===== config.mk =====
export PLATFORM = sky130hd
export DESIGN_NAME = whack_event_arbiter
export DESIGN_NICKNAME = d
export VERILOG_FILES = /design/src/rtl/whack_pkg.sv /design/src/rtl/event_fifo.sv /design/src/rtl/whack_event_arbiter.sv
export SDC_FILE = /design/constraint.sdc
export NUM_CORES = 1
export LEC_CHECK = 0
export CAP_MARGIN = 10
export CORE_AREA = 8 8 72 74
export CTS_CLUSTER_SIZE = 16
export DETAILED_ROUTE_END_ITERATION = 8
export DIE_AREA = 0 0 80 82
export GPL_TIMING_DRIVEN = 0
export PLACE_DENSITY = 0.76
export RECOVER_POWER = 50
export SLEW_MARGIN = 40
export SYNTH_ARGS = -nofsm -noshare
export SYNTH_HDL_FRONTEND = slang
export SYNTH_SLANG_ARGS = --single-unit

===== constraint.sdc =====
create_clock -name clk -period 9.9 [get_ports clk]
set_clock_uncertainty 0.15 [all_clocks]
set_input_delay 1.98 -clock clk [delete_from_list [all_inputs] [get_ports clk]]
set_output_delay 1.98 -clock clk [all_outputs]
set_load 0.1 [all_outputs]

===== src/rtl/whack_pkg.sv =====
// rtl/whack_pkg.sv - shared types and defaults for the whack event arbiter
package whack_pkg;

    localparam int N_HOLES_DEF = 8;

    // Event codes carried through the event FIFO
    typedef enum logic [1:0] {
        EV_MISS = 2'd0,
        EV_HIT  = 2'd1,
        EV_FULL = 2'd2
    } ev_t;

    // Output sequencer states
    typedef enum logic [1:0] {
        IDLE,
        EMIT,
        GAP
    } arb_state_t;

endpackage


===== src/rtl/event_fifo.sv =====
// rtl/event_fifo.sv - 2-bit event FIFO with dual push and single pop
//
// Ports:
//   clk, rst            clock, synchronous active-high reset
//   push_a / data_a     first push of the cycle (stored ahead of push_b)
//   push_b / data_b     second push of the cycle
//   pop                 remove head (ignored when empty)
//   head                event at the head of the queue
//   full                no free slot
//   count               occupancy
//   drop                one-cycle pulse: at least one push did not fit
module event_fifo #(
    parameter int DEPTH = 4,
    localparam int AW = $clog2(DEPTH),
    localparam int CW = AW + 1
) (
    input  logic          clk,
    input  logic          rst,
    input  logic          push_a,
    input  logic [1:0]    data_a,
    input  logic          push_b,
    input  logic [1:0]    data_b,
    input  logic          pop,
    output logic [1:0]    head,
    output logic          full,
    output logic [CW-1:0] count,
    output logic          drop
);

    logic [1:0]    mem [DEPTH];
    logic [AW-1:0] wr_ptr;
    logic [AW-1:0] rd_ptr;
    logic [CW:0]   free;
    logic          do_pop;
    logic          acc_a;
    logic          acc_b;

    assign do_pop = pop && (count != '0);

    // A same-cycle pop frees its slot for the pushes of that cycle.
    assign free  = (CW+1)'(DEPTH) - {1'b0, count} + {{CW{1'b0}}, do_pop};
    assign acc_a = push_a && (free != '0);
    assign acc_b = push_b && (free > {{CW{1'b0}}, acc_a});
    assign drop  = (push_a && !acc_a) || (push_b && !acc_b);

    assign head = mem[rd_ptr];
    assign full = (count == CW'(DEPTH));

    // push_b lands right behind push_a, or at wr_ptr when push_a is absent
    always_ff @(posedge clk) begin
        if (acc_a) begin
            mem[wr_ptr] <= data_a;
        end
        if (acc_b) begin
            mem[wr_ptr + AW'(acc_a)] <= data_b;
        end
    end

    always_ff @(posedge clk) begin
        if (rst) begin
            wr_ptr <= '0;
            rd_ptr <= '0;
            count  <= '0;
        end else begin
            wr_ptr <= wr_ptr + AW'(acc_a) + AW'(acc_b);
            rd_ptr <= rd_ptr + AW'(do_pop);
            count  <= count + CW'(acc_a) + CW'(acc_b) - CW'(do_pop);
        end
    end

endmodule


===== src/rtl/whack_event_arbiter.sv =====
// rtl/whack_event_arbiter.sv - classifies presses, queues events, emits spaced pulses
//
// Optional build macro: WHACK_ARB_LOCKOUT_EN (per-hole press lockout)
//
// Ports:
//   clk, rst              clock, synchronous active-high reset
//   btn                   debounced buttons, active-high level
//   mole_up               holes currently showing a mole
//   mole_expired          one-cycle pulse per hole: mole timed out unhit
//   whack                 one-cycle pulse per hit hole (retract mole)
//   miss                  one-cycle miss event
//   non_full_clear_hit    one-cycle hit event, moles remain
//   full_clear_hit        one-cycle hit event that cleared every mole
//   overflow              sticky: an event was dropped
module whack_event_arbiter
    import whack_pkg::*;
#(
    parameter int N_HOLES        = N_HOLES_DEF,
    parameter int FIFO_DEPTH     = 4,
    parameter int GAP_CYCLES     = 2,
    parameter int LOCKOUT_CYCLES = 16
) (
    input  logic               clk,
    input  logic               rst,
    input  logic [N_HOLES-1:0] btn,
    input  logic [N_HOLES-1:0] mole_up,
    input  logic [N_HOLES-1:0] mole_expired,
    output logic [N_HOLES-1:0] whack,
    output logic               miss,
    output logic               non_full_clear_hit,
    output logic               full_clear_hit,
    output logic               overflow
);

    localparam int CW = $clog2(FIFO_DEPTH) + 1;
    localparam int GW = (GAP_CYCLES > 1) ? $clog2(GAP_CYCLES + 1) : 1;

    logic [N_HOLES-1:0] btn_q;
    logic [N_HOLES-1:0] press_raw;
    logic [N_HOLES-1:0] press;
    logic [N_HOLES-1:0] hit_mask;
    logic               bad;
    logic               press_vld;
    ev_t                press_ev;
    logic               exp_vld;

    logic               pop;
    logic [1:0]         fifo_head;
    logic [CW-1:0]      fifo_count;
    logic               fifo_drop;
    logic               unused_fifo_full;

    arb_state_t         state, state_nxt;
    logic [GW-1:0]      gap_cnt, gap_nxt;
    logic               miss_nxt, hit_nxt, full_nxt;

    // btn_q starts all-ones so a button held through reset is not a press
    always_ff @(posedge clk) begin
        if (rst) begin
            btn_q <= '1;
        end else begin
            btn_q <= btn;
        end
    end

    assign press_raw = btn & ~btn_q;

`ifdef WHACK_ARB_LOCKOUT_EN
    localparam int LW = $clog2(LOCKOUT_CYCLES + 1);

    logic [LW-1:0]      lock_cnt [N_HOLES];
    logic [N_HOLES-1:0] locked;

    always_comb begin
        for (int i = 0; i < N_HOLES; i++) begin
            locked[i] = (lock_cnt[i] != '0);
        end
    end

    assign press = press_raw & ~locked;

    // Any accepted press (hit or miss) re-arms that hole's lockout
    always_ff @(posedge clk) begin
        if (rst) begin
            for (int i = 0; i < N_HOLES; i++) begin
                lock_cnt[i] <= '0;
            end
        end else begin
            for (int i = 0; i < N_HOLES; i++) begin
                if (press[i]) begin
                    lock_cnt[i] <= LW'(LOCKOUT_CYCLES);
                end else if (locked[i]) begin
                    lock_cnt[i] <= lock_cnt[i] - 1'b1;
                end
            end
        end
    end
`else
    logic [31:0] unused_lockout;
    assign unused_lockout = LOCKOUT_CYCLES;
    assign press = press_raw;
`endif

    assign hit_mask = press & mole_up;
    assign bad      = |(press & ~mole_up);
    assign exp_vld  = |mole_expired;

    // A single wrong hole turns the whole cycle into a miss
    always_comb begin
        press_vld = 1'b0;
        press_ev  = EV_MISS;
        if (bad) begin
            press_vld = 1'b1;
            press_ev  = EV_MISS;
        end else if (hit_mask != '0) begin
            press_vld = 1'b1;
            press_ev  = ((mole_up & ~hit_mask) == '0) ? EV_FULL : EV_HIT;
        end
    end

    event_fifo #(
        .DEPTH (FIFO_DEPTH)
    ) u_fifo (
        .clk    (clk),
        .rst    (rst),
        .push_a (press_vld),
        .data_a (press_ev),
        .push_b (exp_vld),
        .data_b (EV_MISS),
        .pop    (pop),
        .head   (fifo_head),
        .full   (unused_fifo_full),
        .count  (fifo_count),
        .drop   (fifo_drop)
    );

    always_ff @(posedge clk) begin
        if (rst) begin
            whack    <= '0;
            overflow <= 1'b0;
        end else begin
            whack <= hit_mask;
            if (fifo_drop) begin
                overflow <= 1'b1;
            end
        end
    end

    always_ff @(posedge clk) begin
        if (rst) begin
            state              <= IDLE;
            gap_cnt            <= '0;
            miss               <= 1'b0;
            non_full_clear_hit <= 1'b0;
            full_clear_hit     <= 1'b0;
        end else begin
            state              <= state_nxt;
            gap_cnt            <= gap_nxt;
            miss               <= miss_nxt;
            non_full_clear_hit <= hit_nxt;
            full_clear_hit     <= full_nxt;
        end
    end

    always_comb begin
        state_nxt = state;
        gap_nxt   = gap_cnt;
        pop       = 1'b0;
        miss_nxt  = 1'b0;
        hit_nxt   = 1'b0;
        full_nxt  = 1'b0;
        case (state)
            IDLE: begin
                if (fifo_count != '0) begin
                    pop       = 1'b1;
                    state_nxt = EMIT;
                    case (ev_t'(fifo_head))
                        EV_MISS: miss_nxt = 1'b1;
                        EV_HIT:  hit_nxt  = 1'b1;
                        EV_FULL: full_nxt = 1'b1;
                        default: ;
                    endcase
                end
            end
            EMIT: begin
                if (GAP_CYCLES == 0) begin
                    state_nxt = IDLE;
                end else begin
                    gap_nxt   = GW'(GAP_CYCLES);
                    state_nxt = GAP;
                end
            end
            GAP: begin
                gap_nxt = gap_cnt - 1'b1;
                if (gap_cnt <= GW'(1)) begin
                    state_nxt = IDLE;
                end
            end
            default: state_nxt = IDLE;
        endcase
    end

endmodule

* After elaboration in Yosys (flattened, before gate mapping)
Memory sizes are Yosys's and may differ from the RTL's. A register that Yosys moved wholly into a read port is not among the register bits.
Cells that the tools add are included.
** Word-level totals
- Bits in registers :: 31
- Bits in writable memories :: 8
- Output and inout bits :: 12
- Logic and storage cells :: 76
- Memories kept :: 1
** Operators by class
- Add/sub/neg operators :: 9
- Order comparisons :: 2
- Equality and inequality tests :: 6
- Muxes and demuxes :: 19
- Bitwise logic cells :: 9
- Reductions and logical operators :: 19
** Memories
- u_fifo.mem :: depth 4, width 2, read ports 1, clocked after memory_dff 1, wr ports 2, line event_fifo.sv:30 : logic [1:0] mem [DEPTH];
** Operators with widths (count)
- AND 8 bit :: 4
- NOT 8 bit :: 3
- OR reduction 8 bit :: 2
- 2-to-1 mux 2 bit :: 6
- 2-to-1 mux 1 bit :: 11
- logical NOT 8 bit :: 1
- nonzero test 8 bit :: 1
- adder 2 x 1 -> 2 bit :: 3
- adder 3 x 1 -> 3 bit :: 2
- case mux 2 bit (3 select lines) :: 1
- logical AND 1 bit :: 5
- adder 4 x 1 -> 4 bit :: 1
- equality test 2 x 1 -> 1 bit (second input constant) :: 2
- equality test 2 bit (second input constant) :: 2
- greater-than comparator 4 x 1 -> 1 bit :: 1
- logical NOT 2 bit :: 2
- inequality test 2 bit (second input constant) :: 2
- case mux 2 bit (2 select lines) :: 1
- nonzero test 4 bit :: 1
- subtractor 3 x 3 -> 4 bit (first input constant) :: 1
- nonzero test 3 bit :: 1
- OR reduction 3 bit :: 1
- subtractor 3 x 1 -> 3 bit :: 1
- <= comparator 2 x 1 -> 1 bit (second input constant) :: 1
- other kinds (6) :: 8

* Logic depth before layout (Yosys ltp)
Gate-level depths: netlist of the first run.
- Depth in word-level cells :: 12
- Gate-level depth with buffers :: 15

* Hierarchy
Synthesis of the first run repeated with hierarchy kept, for this count alone.
** Second synthesis, totals
- Cell total of the unflattened synthesis :: 190
- Area total of the unflattened synthesis :: 1955.6 um^2
** By module, submodules not included
- whack_event_arbiter :: instances 1, cells an instance 108, area an instance 1012.2 um^2, sequential area each 480.5 um^2
- event_fifo :: instances 1, cells an instance 82, area an instance 943.4 um^2, sequential area each 380.4 um^2

* Worst setup path after synthesis of the first run
Ideal clock, no wire load.
- Path kind :: in2reg
- Start :: input port btn[6]
- End :: register u_fifo.count[2]
- Setup time :: 0.125 ns
- Arrival :: 4.425 ns
- Slack :: 5.200 ns
- Stages on the path :: 11
- Buffers on the path :: 1
- Cell sequence :: nor3b_1 -> or4_4 -> or4_4 -> buf_6 -> nand2_1 -> ha_1 -> inv_1 -> fa_1 -> fa_1 -> xnor2_1 -> nor2_1
** On the way
- Word-level cells in the longest chain between the ends :: 10
- Elaborated cells on any way between the ends :: 13
- Those cells by class :: 3 x add/sub; 1 x order compare; 2 x mux; 3 x bitwise; 4 x reduce/logical
** Ends and longest elaborated chain
- from (decl) :: line whack_event_arbiter.sv:25 : input logic [N_HOLES-1:0] btn,
- AND 8 bit * :: line whack_event_arbiter.sv:66 : assign press_raw = btn & ~btn_q;
- AND 8 bit :: line whack_event_arbiter.sv:104 : assign hit_mask = press & mole_up;
- nonzero test 8 bit :: line whack_event_arbiter.sv:115 : end else if (hit_mask != '0) begin
- 2-to-1 mux 1 bit :: line whack_event_arbiter.sv:115
- 2-to-1 mux 1 bit * :: line whack_event_arbiter.sv:112 : if (bad) begin
- logical AND 1 bit * :: line event_fifo.sv:42 : assign acc_a = push_a && (free != '0);
- greater-than comparator 4 x 1 -> 1 bit :: line event_fifo.sv:43 : assign acc_b = push_b && (free > {{CW{1'b0}}, acc_a});
- logical AND 1 bit :: line event_fifo.sv:43
- adder 3 x 1 -> 3 bit * :: line event_fifo.sv:67 : count <= count + CW'(acc_a) + CW'(acc_b) - CW'(do_pop);
- subtractor 3 x 1 -> 3 bit * :: line event_fifo.sv:67
- to (signal assigned) :: line event_fifo.sv:67
- to (decl) :: line event_fifo.sv:26 : output logic [CW-1:0] count,
Every way passes the cells marked *; elsewhere a longest branch is shown, timed or not.
A chain may end at the register's enable or synchronous reset.

* Worst setup path in the final report of the first run
- Start :: input port btn[0]
- End :: register u_fifo.count[2]
The elaborated chain is that of the path after synthesis.

==> metrics.md, run 1 <==
| Metric | Value |
|---|---|
| PD cells | `287 nW/µm²` |
| CTS resizes | `0` |
| Clk slew on worst S/H paths | `0.08 ns` |
| Vias per inst | `5.51` |
| Yosys warns | `0` |
| Worst Min Path Start | `u_fifo.mem[2][0]$_SDFFE_PP0P_` |
| Largest net degree at the start of global routing | `14` |
| Number of hold buffers added after CTS | `0` |
| Gate power share | `49.7%` |
| Hold endpoint | `u_fifo.mem[2][0]$_SDFFE_PP0P_` |
| Clk pwr share | `19.0%` |
| Worst-margin pin slew | `0.535 ns` |
| I/O pins | `38` |
| Yosys cell types | `40` |
| # diodes | `0` |
| Cells after synthesis | `206` |
| Remaining antenna violation count | `0` |
| Global-route wire length before repair | `7590 µm` |
| Pins Over Slew Limit | `0` |
| RSZ-0062 raised after global routing | `no` |
| Synth area leader | `dfxtp_1` |
| Area of the mapped netlist | `1980 µm²` |
| Starting Density | `47.9%` |
| Synth Register Bits | `39` |
| CTS root buffer | `clkbuf_8` |
| Path type of the worst min-delay path | `flip-flop to flip-flop` |
| Top post-synthesis cells by area | `dfxtp_1, ha_1, a211oi_1` |
| Placed Cells | `295` |
| Die width | `80 µm` |
| Crit path max fanout | `10` |
| Seq/Total Area, Yosys | `39.4%` |
| CTS tree | `done` |
| GR Overflow Total | `0` |
| Prevailing post-synth register cell | `dfxtp_1` |
| Post-synth EDFFs | `0` |
| Port buffer count | `37` |
| Final cell count without fillers | `303` |
| Postcts setup bufs | `0` |
| Async S/R FF share, synth | `0%` |
| Arr. time, crit path | `5.04 ns` |
| Clk_lat worst skew | `0.30 ns` |
| Fraction of layout cells with a size suffix above 1 | `14.3%` |
| H-tree levels | `2` |
| Final WL | `4590 µm` |
| DP HPWL | `3550 µm` |
| NetSw | `0.000286 W` |
| DIE AREA | `6560 µm²` |
| Reg2reg setup slack | `6.38 ns` |
| Die H | `82 µm` |
| # rows | `24` |
| Post-DR wirelength/cell | `15.1 µm` |
| Syn_area_per_cell | `9.63 µm²` |
| Top achievable clock speed | `199 MHz` |
| Status | `finished, final reports clean` |
| Flop pwr share | `31.3%` |
| Num Clock Sinks | `39` |
| First-pass detailed-route iteration total | `4` |
| Via Count | `1671` |
| Slew Limit Headroom | `64.1%` |
| Internal | `0.000424 W` |
| WP data required | `9.92 ns` |
| Peak VDD IR | `0.157 mV` |
| CP Capture Type | `flip-flop` |
| Final setup TNS | `0 ns` |
| Sw frac | `40.3%` |
| Share of the synthesized area in the top cell type | `39.4%` |
| RR Endpoint | `u_fifo.count[2]$_SDFF_PP0_` |
| Antenna violations before repair | `0` |
| Max cap viols | `0` |
| Core Region | `4140 µm²` |
| RR Startpoint | `state[0]$_SDFFE_PP0P_` |
| Area growth from synthesis to layout | `24.6%` |
| Endpoints failing hold | `0` |
| Syn_nets | `246` |
| Tcrit/Tclk final | `50.7%` |
| GP Congestion | `0.826` |
| Hold_ws | `0.362 ns` |
| Worst-case reg-to-reg path depth | `15` |
| Total track usage | `15.2%` |
| Vias in the first global route | `1668` |
| CP Launch Type | `input port` |
| Initial DRC count | `76` |
| Setup violators final | `0` |
| DRC viols | `0` |
| Num CTS Buffers | `5` |
| Clock Tree Buf Depth | `2` |
| Layout net count | `290` |
| Hold depth | `2` |
| P_leak | `0.989 nW` |
| Period minus WS final | `5.02 ns` |
| Critical path class | `input port to flip-flop` |
## routing by layer
metal | GRT usage, % | wire length, µm
met1 | 16.0 | 1860
met2 | 27.3 | 2300
met5 | 0 | 0
met3 | 4.81 | 310
met4 | 6.18 | 120
## worst max-delay path, stage by stage
cell             delay [ns]
clkdlybuf4s50_1        0.47
nor3b_1                0.18
or4_1                  0.60
or4_4                  0.45
buf_6                  0.16
nand2_1                0.09
ha_1                   0.13
inv_1                  0.04
fa_1                   0.37
fa_1                   0.38
xnor2_1                0.14
nor2_1                 0.05
## cells in the final DEF, fill, tap and decap left out, drive strengths merged, types with 6 or more instances in the layout
cell and instances:
dfxtp 39, clkdlybuf4s50 24, nor2 18, a211oi 17, buf 14, a21oi 12, ha 12, inv 11
nand3b 11, nand2b 9, or2 9, clkbuf 9, nor3b 8, nor4 6
## Yosys cell counts, types with 2 or more instances
| master | n |
|---|---|
| dfxtp_1 | 39 |
| nor2_1 | 18 |
| a211oi_1 | 17 |
| a21oi_1 | 12 |
| ha_1 | 12 |
| inv_1 | 11 |
| nand3b_1 | 11 |
| nand2b_1 | 9 |
| or2_2 | 9 |
| nor3b_1 | 8 |
| nor4_1 | 5 |
| a22oi_1 | 4 |
| clkbuf_1 | 4 |
| nand2_1 | 4 |
| nor2b_1 | 4 |
| xnor2_1 | 4 |
| and2_1 | 3 |
| nand4_1 | 3 |
| and3b_1 | 2 |
| buf_6 | 2 |
| fa_1 | 2 |
| mux2i_1 | 2 |
| mux4_2 | 2 |
| nor4b_1 | 2 |
| or4_4 | 2 |
## worst max path at each step
| stage | from | to | slack [ns] | cells past startpoint |
|---|---|---|---|---|
| 2_1_floorplan | btn[6] | u_fifo.count[2]$_SDFF_PP0_ | 5.20 | 11 |
| 3_3_place_gp | btn[6] | u_fifo.count[2]$_SDFF_PP0_ | 4.59 | 12 |
| 3_5_place_dp | btn[0] | u_fifo.count[2]$_SDFF_PP0_ | 4.57 | 12 |
| 4_1_cts | btn[1] | u_fifo.count[2]$_SDFF_PP0_ | 4.88 | 12 |
| 5_1_grt | btn[6] | u_fifo.count[2]$_SDFF_PP0_ | 4.75 | 12 |
| 6_report | btn[0] | u_fifo.count[2]$_SDFF_PP0_ | 4.88 | 12 |
## through the flow
| step | power, W | utilization (%) | instance area, µm² | setup WS (ns) |
|---|---|---|---|---|
| finish | 0.000710 | 59.6 | 2470 | 4.88 |
| global route | 0.000770 | 59.6 | 2470 | 4.75 |
| CTS | 0.000718 | 59.6 | 2470 | 4.88 |
| detailed placement | 0.000578 | 56.9 | 2360 | 4.57 |
| global placement | 0.000573 | 58.4 | 2420 | 4.59 |
| floorplan | 0.000504 | - | 1980 | 5.20 |
## layout make-up
| type | instances | area (µm²) |
|---|---|---|
| Clock inverter | 3 | 43.8 |
| Timing Repair Buffer | 37 | 310 |
| Tap cell | 52 | 65.1 |
| Multi-Input combinational cell | 150 | 1120 |
| Inverter | 11 | 41.3 |
| Clock buffer | 5 | 68.8 |
| Sequential cell | 39 | 781 |
| Buffer | 6 | 37.5 |
| Fill cell | 364 | 1670 |
## power by group through the flow
stage | registers, W | logic (W) | clock network [W]
6_report | 0.000222 | 0.000353 | 0.000135
5_1_grt | 0.000227 | 0.000398 | 0.000144
4_1_cts | 0.000222 | 0.000358 | 0.000138
3_5_place_dp | 0.000226 | 0.000353 | 0
3_3_place_gp | 0.000225 | 0.000348 | 0
2_1_floorplan | 0.000261 | 0.000243 | 0
## state kept, by name, summed over array words and instances (netlist names)
register,flops
overflow,1
u_fifo.count,3
non_full_clear_hit,1
whack,8
btn_q,8
gap_cnt,2
miss,1
full_clear_hit,1
u_fifo.mem,8
u_fifo.wr_ptr,2
state,2
u_fifo.rd_ptr,2
## cells by family (layout without fill, tap and decap cells)
| family | Yosys count | count (layout) | share of synthesized area [%] |
|---|---|---|---|
| fa+ha+maj | 14 | 14 | 9.59 |
| flops | 39 | 39 | 39.4 |
| compound gates | 39 | 39 | 13.4 |
| xor+xnor | 5 | 5 | 2.21 |
| mux | 4 | 4 | 3.28 |
| buf+inv | 17 | 62 | 3.97 |
| simple gates | 88 | 88 | 28.2 |
(Power assumes the default switching activity.)
==> run 2: changes to the inputs <==
==> constraint.sdc (replaced) <==
create_clock -name clk -period 5.03 [get_ports clk]
set_clock_uncertainty 0.15 [all_clocks]
set_input_delay 1.006 -clock clk [delete_from_list [all_inputs] [get_ports clk]]
set_output_delay 1.006 -clock clk [all_outputs]
set_load 0.1 [all_outputs]
==> results of run 2 <==
Same layout as run 1 (identical final DEF). Status: finished, final reports clean.
Main changes from that run: setup slack after placement 4.57 ns -> 0.675 ns; setup slack after layout 4.88 ns -> 0.988 ns; register-to-register setup slack 6.38 ns -> 1.51 ns; total power 0.000710 W -> 0.00140 W; worst IR drop on VDD 0.157 mV -> 0.308 mV
==> run 3: changes to the inputs <==
--- a/config.mk
+++ b/config.mk
@@ -6,12 +6,12 @@
 export NUM_CORES = 1
 export LEC_CHECK = 0
 export CAP_MARGIN = 10
-export CORE_AREA = 8 8 72 74
+export CORE_AREA = 8 8 75 77
 export CTS_CLUSTER_SIZE = 16
 export DETAILED_ROUTE_END_ITERATION = 8
-export DIE_AREA = 0 0 80 82
+export DIE_AREA = 0 0 83 85
 export GPL_TIMING_DRIVEN = 0
-export PLACE_DENSITY = 0.76
+export PLACE_DENSITY = 0.73
 export RECOVER_POWER = 50
 export SLEW_MARGIN = 40
 export SYNTH_ARGS = -nofsm -noshare
==> constraint.sdc (replaced) <==
create_clock -name clk -period 3.5 [get_ports clk]
set_clock_uncertainty 0.15 [all_clocks]
set_input_delay 0.7 -clock clk [delete_from_list [all_inputs] [get_ports clk]]
set_output_delay 0.7 -clock clk [all_outputs]
set_load 0.1 [all_outputs]
==> run 3 against run 2 <==
- clock-buffer cell count grew 1
- clock power grew 34%
- cell count grew 1.3%
- sequential cell count is the same
- first-iteration DRC count grew 3.9%
==> metrics.md, run 3 (synthesis results as in run 1) <==
| Metric | Value |
|---|---|
| Clock Tree Buf Depth | `2 (unchanged)` |
| Status | `finished, final reports clean (unchanged)` |
| Num Clock Sinks | `39 (unchanged)` |
| DP HPWL | `3530 µm (was 3550 µm)` |
| Initial DRC count | `79 (was 76)` |
| WP data required | `3.51 ns (was 5.05 ns)` |
| Global-route wire length before repair | `7610 µm (was 7590 µm)` |
| Worst-case reg-to-reg path depth | `14 (was 15)` |
| Largest registers | `btn_q x8, u_fifo.mem x8, whack x8 (unchanged)` |
| Final WL | `4660 µm (was 4590 µm)` |
| DIE AREA | `7060 µm² (was 6560 µm²)` |
| Commonest non-fill, non-tap cells in the layout | `dfxtp_1, nor2_1, a211oi_1, dlygate4sd2_1 (was dfxtp_1, clkdlybuf4s50_1, nor2_1, a211oi_1)` |
| PD cells | `817 nW/µm² (was 566 nW/µm²)` |
| # diodes | `0 (unchanged)` |
| Core Region | `4540 µm² (was 4140 µm²)` |
| Post-DR wirelength/cell | `15.2 µm (was 15.1 µm)` |
| CP Capture Type | `flip-flop (unchanged)` |
| Number of hold buffers added after CTS | `0 (unchanged)` |
| Die H | `85 µm (was 82 µm)` |
| Reg2reg setup slack | `0.15 ns (was 1.51 ns)` |
| Critical Path Start | `mole_up[3] (was btn[0])` |
| Period minus WS final | `3.42 ns` |
| Remaining antenna violation count | `0 (unchanged)` |
| Worst Setup EP | `u_fifo.count[2]$_SDFF_PP0_ (unchanged)` |
| GR Overflow Total | `0 (unchanged)` |
| Final instance area | `2520 µm² (was 2470 µm²)` |
| RR Endpoint | `u_fifo.count[2]$_SDFF_PP0_ (unchanged)` |
| Critical path class | `input port to flip-flop (unchanged)` |
| Top achievable clock speed | `292 MHz` |
| Vias per inst | `5.50 (was 5.51)` |
| Num CTS Buffers | `5 (unchanged)` |
| Setup violators final | `0 (unchanged)` |
| Clk slew on worst S/H paths | `0.07 ns (was 0.08 ns)` |
| GP Congestion | `0.828 (was 0.826)` |
| Most common cell after layout, fill and taps aside | `dfxtp_1 (unchanged)` |
| Fraction of layout cells with a size suffix above 1 | `20.2% (was 14.3%)` |
| Max cap viols | `0 (unchanged)` |
| Starting Density | `43.7% (was 47.9%)` |
| Die width | `83 µm (was 80 µm)` |
| Final setup TNS | `0 ns (unchanged)` |
| Antenna violations before repair | `0 (unchanged)` |
| Final WS setup | `0.0766 ns (was 0.988 ns)` |
| H-tree levels | `2 (unchanged)` |
| Via Count | `1689 (was 1671)` |
| Largest net degree at the start of global routing | `12 (was 14)` |
| Crit path max fanout | `3 (was 10)` |
| Clk_lat worst skew | `0.29 ns (was 0.30 ns)` |
| Vias in the first global route | `1737 (was 1668)` |
| Endpoints failing hold | `0 (unchanged)` |
| Area growth from synthesis to layout | `27.1% (was 24.6%)` |
| I/O pins | `38 (unchanged)` |
| Tcrit/Tclk final | `97.8%` |
| Post-Route Utilization | `55.6% (was 59.6%)` |
| CP Launch Type | `input port (unchanged)` |
| Path type of the worst min-delay path | `flip-flop to flip-flop (unchanged)` |
| Hold_ws | `0.357 ns (was 0.362 ns)` |
| # rows | `25 (was 24)` |
| P_leak | `1.02 nW (was 0.989 nW)` |
| Port buffer count | `37 (unchanged)` |
| Peak VDD IR | `0.489 mV (was 0.308 mV)` |
| RSZ-0062 raised after global routing | `yes (was no)` |
| Slew Limit Headroom | `66.2% (was 64.1%)` |
| First-pass detailed-route iteration total | `4 (unchanged)` |
| Arr. time, crit path | `3.43 ns (was 4.06 ns)` |
| Dpl ws | `-0.558 ns (was 0.675 ns)` |
| CTS root buffer | `clkbuf_8 (unchanged)` |
| CTS tree | `done (unchanged)` |
| Total track usage | `13.0% (was 15.2%)` |
| Area post-placement | `2360 µm² (about the same)` |
| DRC viols | `0 (unchanged)` |
| Worst-margin pin slew | `0.507 ns (was 0.535 ns)` |
| Layout net count | `293 (was 290)` |
| RR Startpoint | `u_fifo.count[2]$_SDFF_PP0_ (was state[0]$_SDFFE_PP0P_)` |
| Pins Over Slew Limit | `0 (unchanged)` |
## run 3: final cells by class
type	instances	area, µm²
Fill cell	430	2020
Clock inverter	1	30.0
Buffer	5	26.3
Tap cell	54	67.6
Sequential cell	39	783
Inverter	11	41.3
Multi-Input combinational cell	150	1170
Timing Repair Buffer	41	324
Clock buffer	6	72.6
## run 3: how the worst min path moves through the flow
| stage | start | to | slack [ns] | cells past startpoint |
|---|---|---|---|---|
| after global routing | overflow$_SDFFE_PP0P_ | overflow$_SDFFE_PP0P_ | 0.40 | 2 |
| after floorplan | gap_cnt[0]$_SDFFE_PP0P_ | gap_cnt[0]$_SDFFE_PP0P_ | 0.31 | 2 |
| after global placement | gap_cnt[0]$_SDFFE_PP0P_ | gap_cnt[0]$_SDFFE_PP0P_ | 0.33 | 2 |
| after CTS | u_fifo.mem[2][0]$_SDFFE_PP0P_ | u_fifo.mem[2][0]$_SDFFE_PP0P_ | 0.36 | 2 |
| final | gap_cnt[0]$_SDFFE_PP0P_ | gap_cnt[0]$_SDFFE_PP0P_ | 0.36 | 2 |
| after detailed placement | u_fifo.mem[2][0]$_SDFFE_PP0P_ | u_fifo.mem[2][0]$_SDFFE_PP0P_ | 0.35 | 2 |
## run 3: power breakdown
group,internal [W],switching (W)
Combinational,0.000474,0.000595
Sequential,0.000557,0.0000758
Clock,0.000209,0.000147
Total,0.00124,0.000818
## run 3: what timing repair did
item,in CTS,in global routing
pin swaps,2,3
buffers inserted,1,3
resized for setup,20,8
cloned,0,0
setup endpoints to repair,2,2
## run 3: per-layer routing
metal / track usage (%) / wire, µm / vias to the layer above
li1: - / - / 843
met1: 13.8 / 2060 / 784
met2: 22.7 / 2230 / 51
met3: 4.31 / 271 / 11
met4: 5.91 / 94 / 0
met5: 0 / 0 / -
## run 3: worst max-delay path, stage by stage
cell and delay [ns]:
clkdlybuf4s50_1 0.51, nor3b_1 0.08, or4_4 0.44, or4_4 0.52, nand2_2 0.10, ha_1 0.12
inv_1 0.04, fa_2 0.34, fa_2 0.38, xnor2_2 0.15, nor2_1 0.05
## run 3: stage by stage
| step | instances | total power (W) |
|---|---|---|
| 2_1_floorplan | 206 | 0.00142 |
| 3_3_place_gp | 297 | 0.00162 |
| 3_5_place_dp | 297 | 0.00163 |
| 4_1_cts | 304 | 0.00201 |
| 5_1_grt | 307 | 0.00224 |
| 6_report | 307 | 0.00206 |
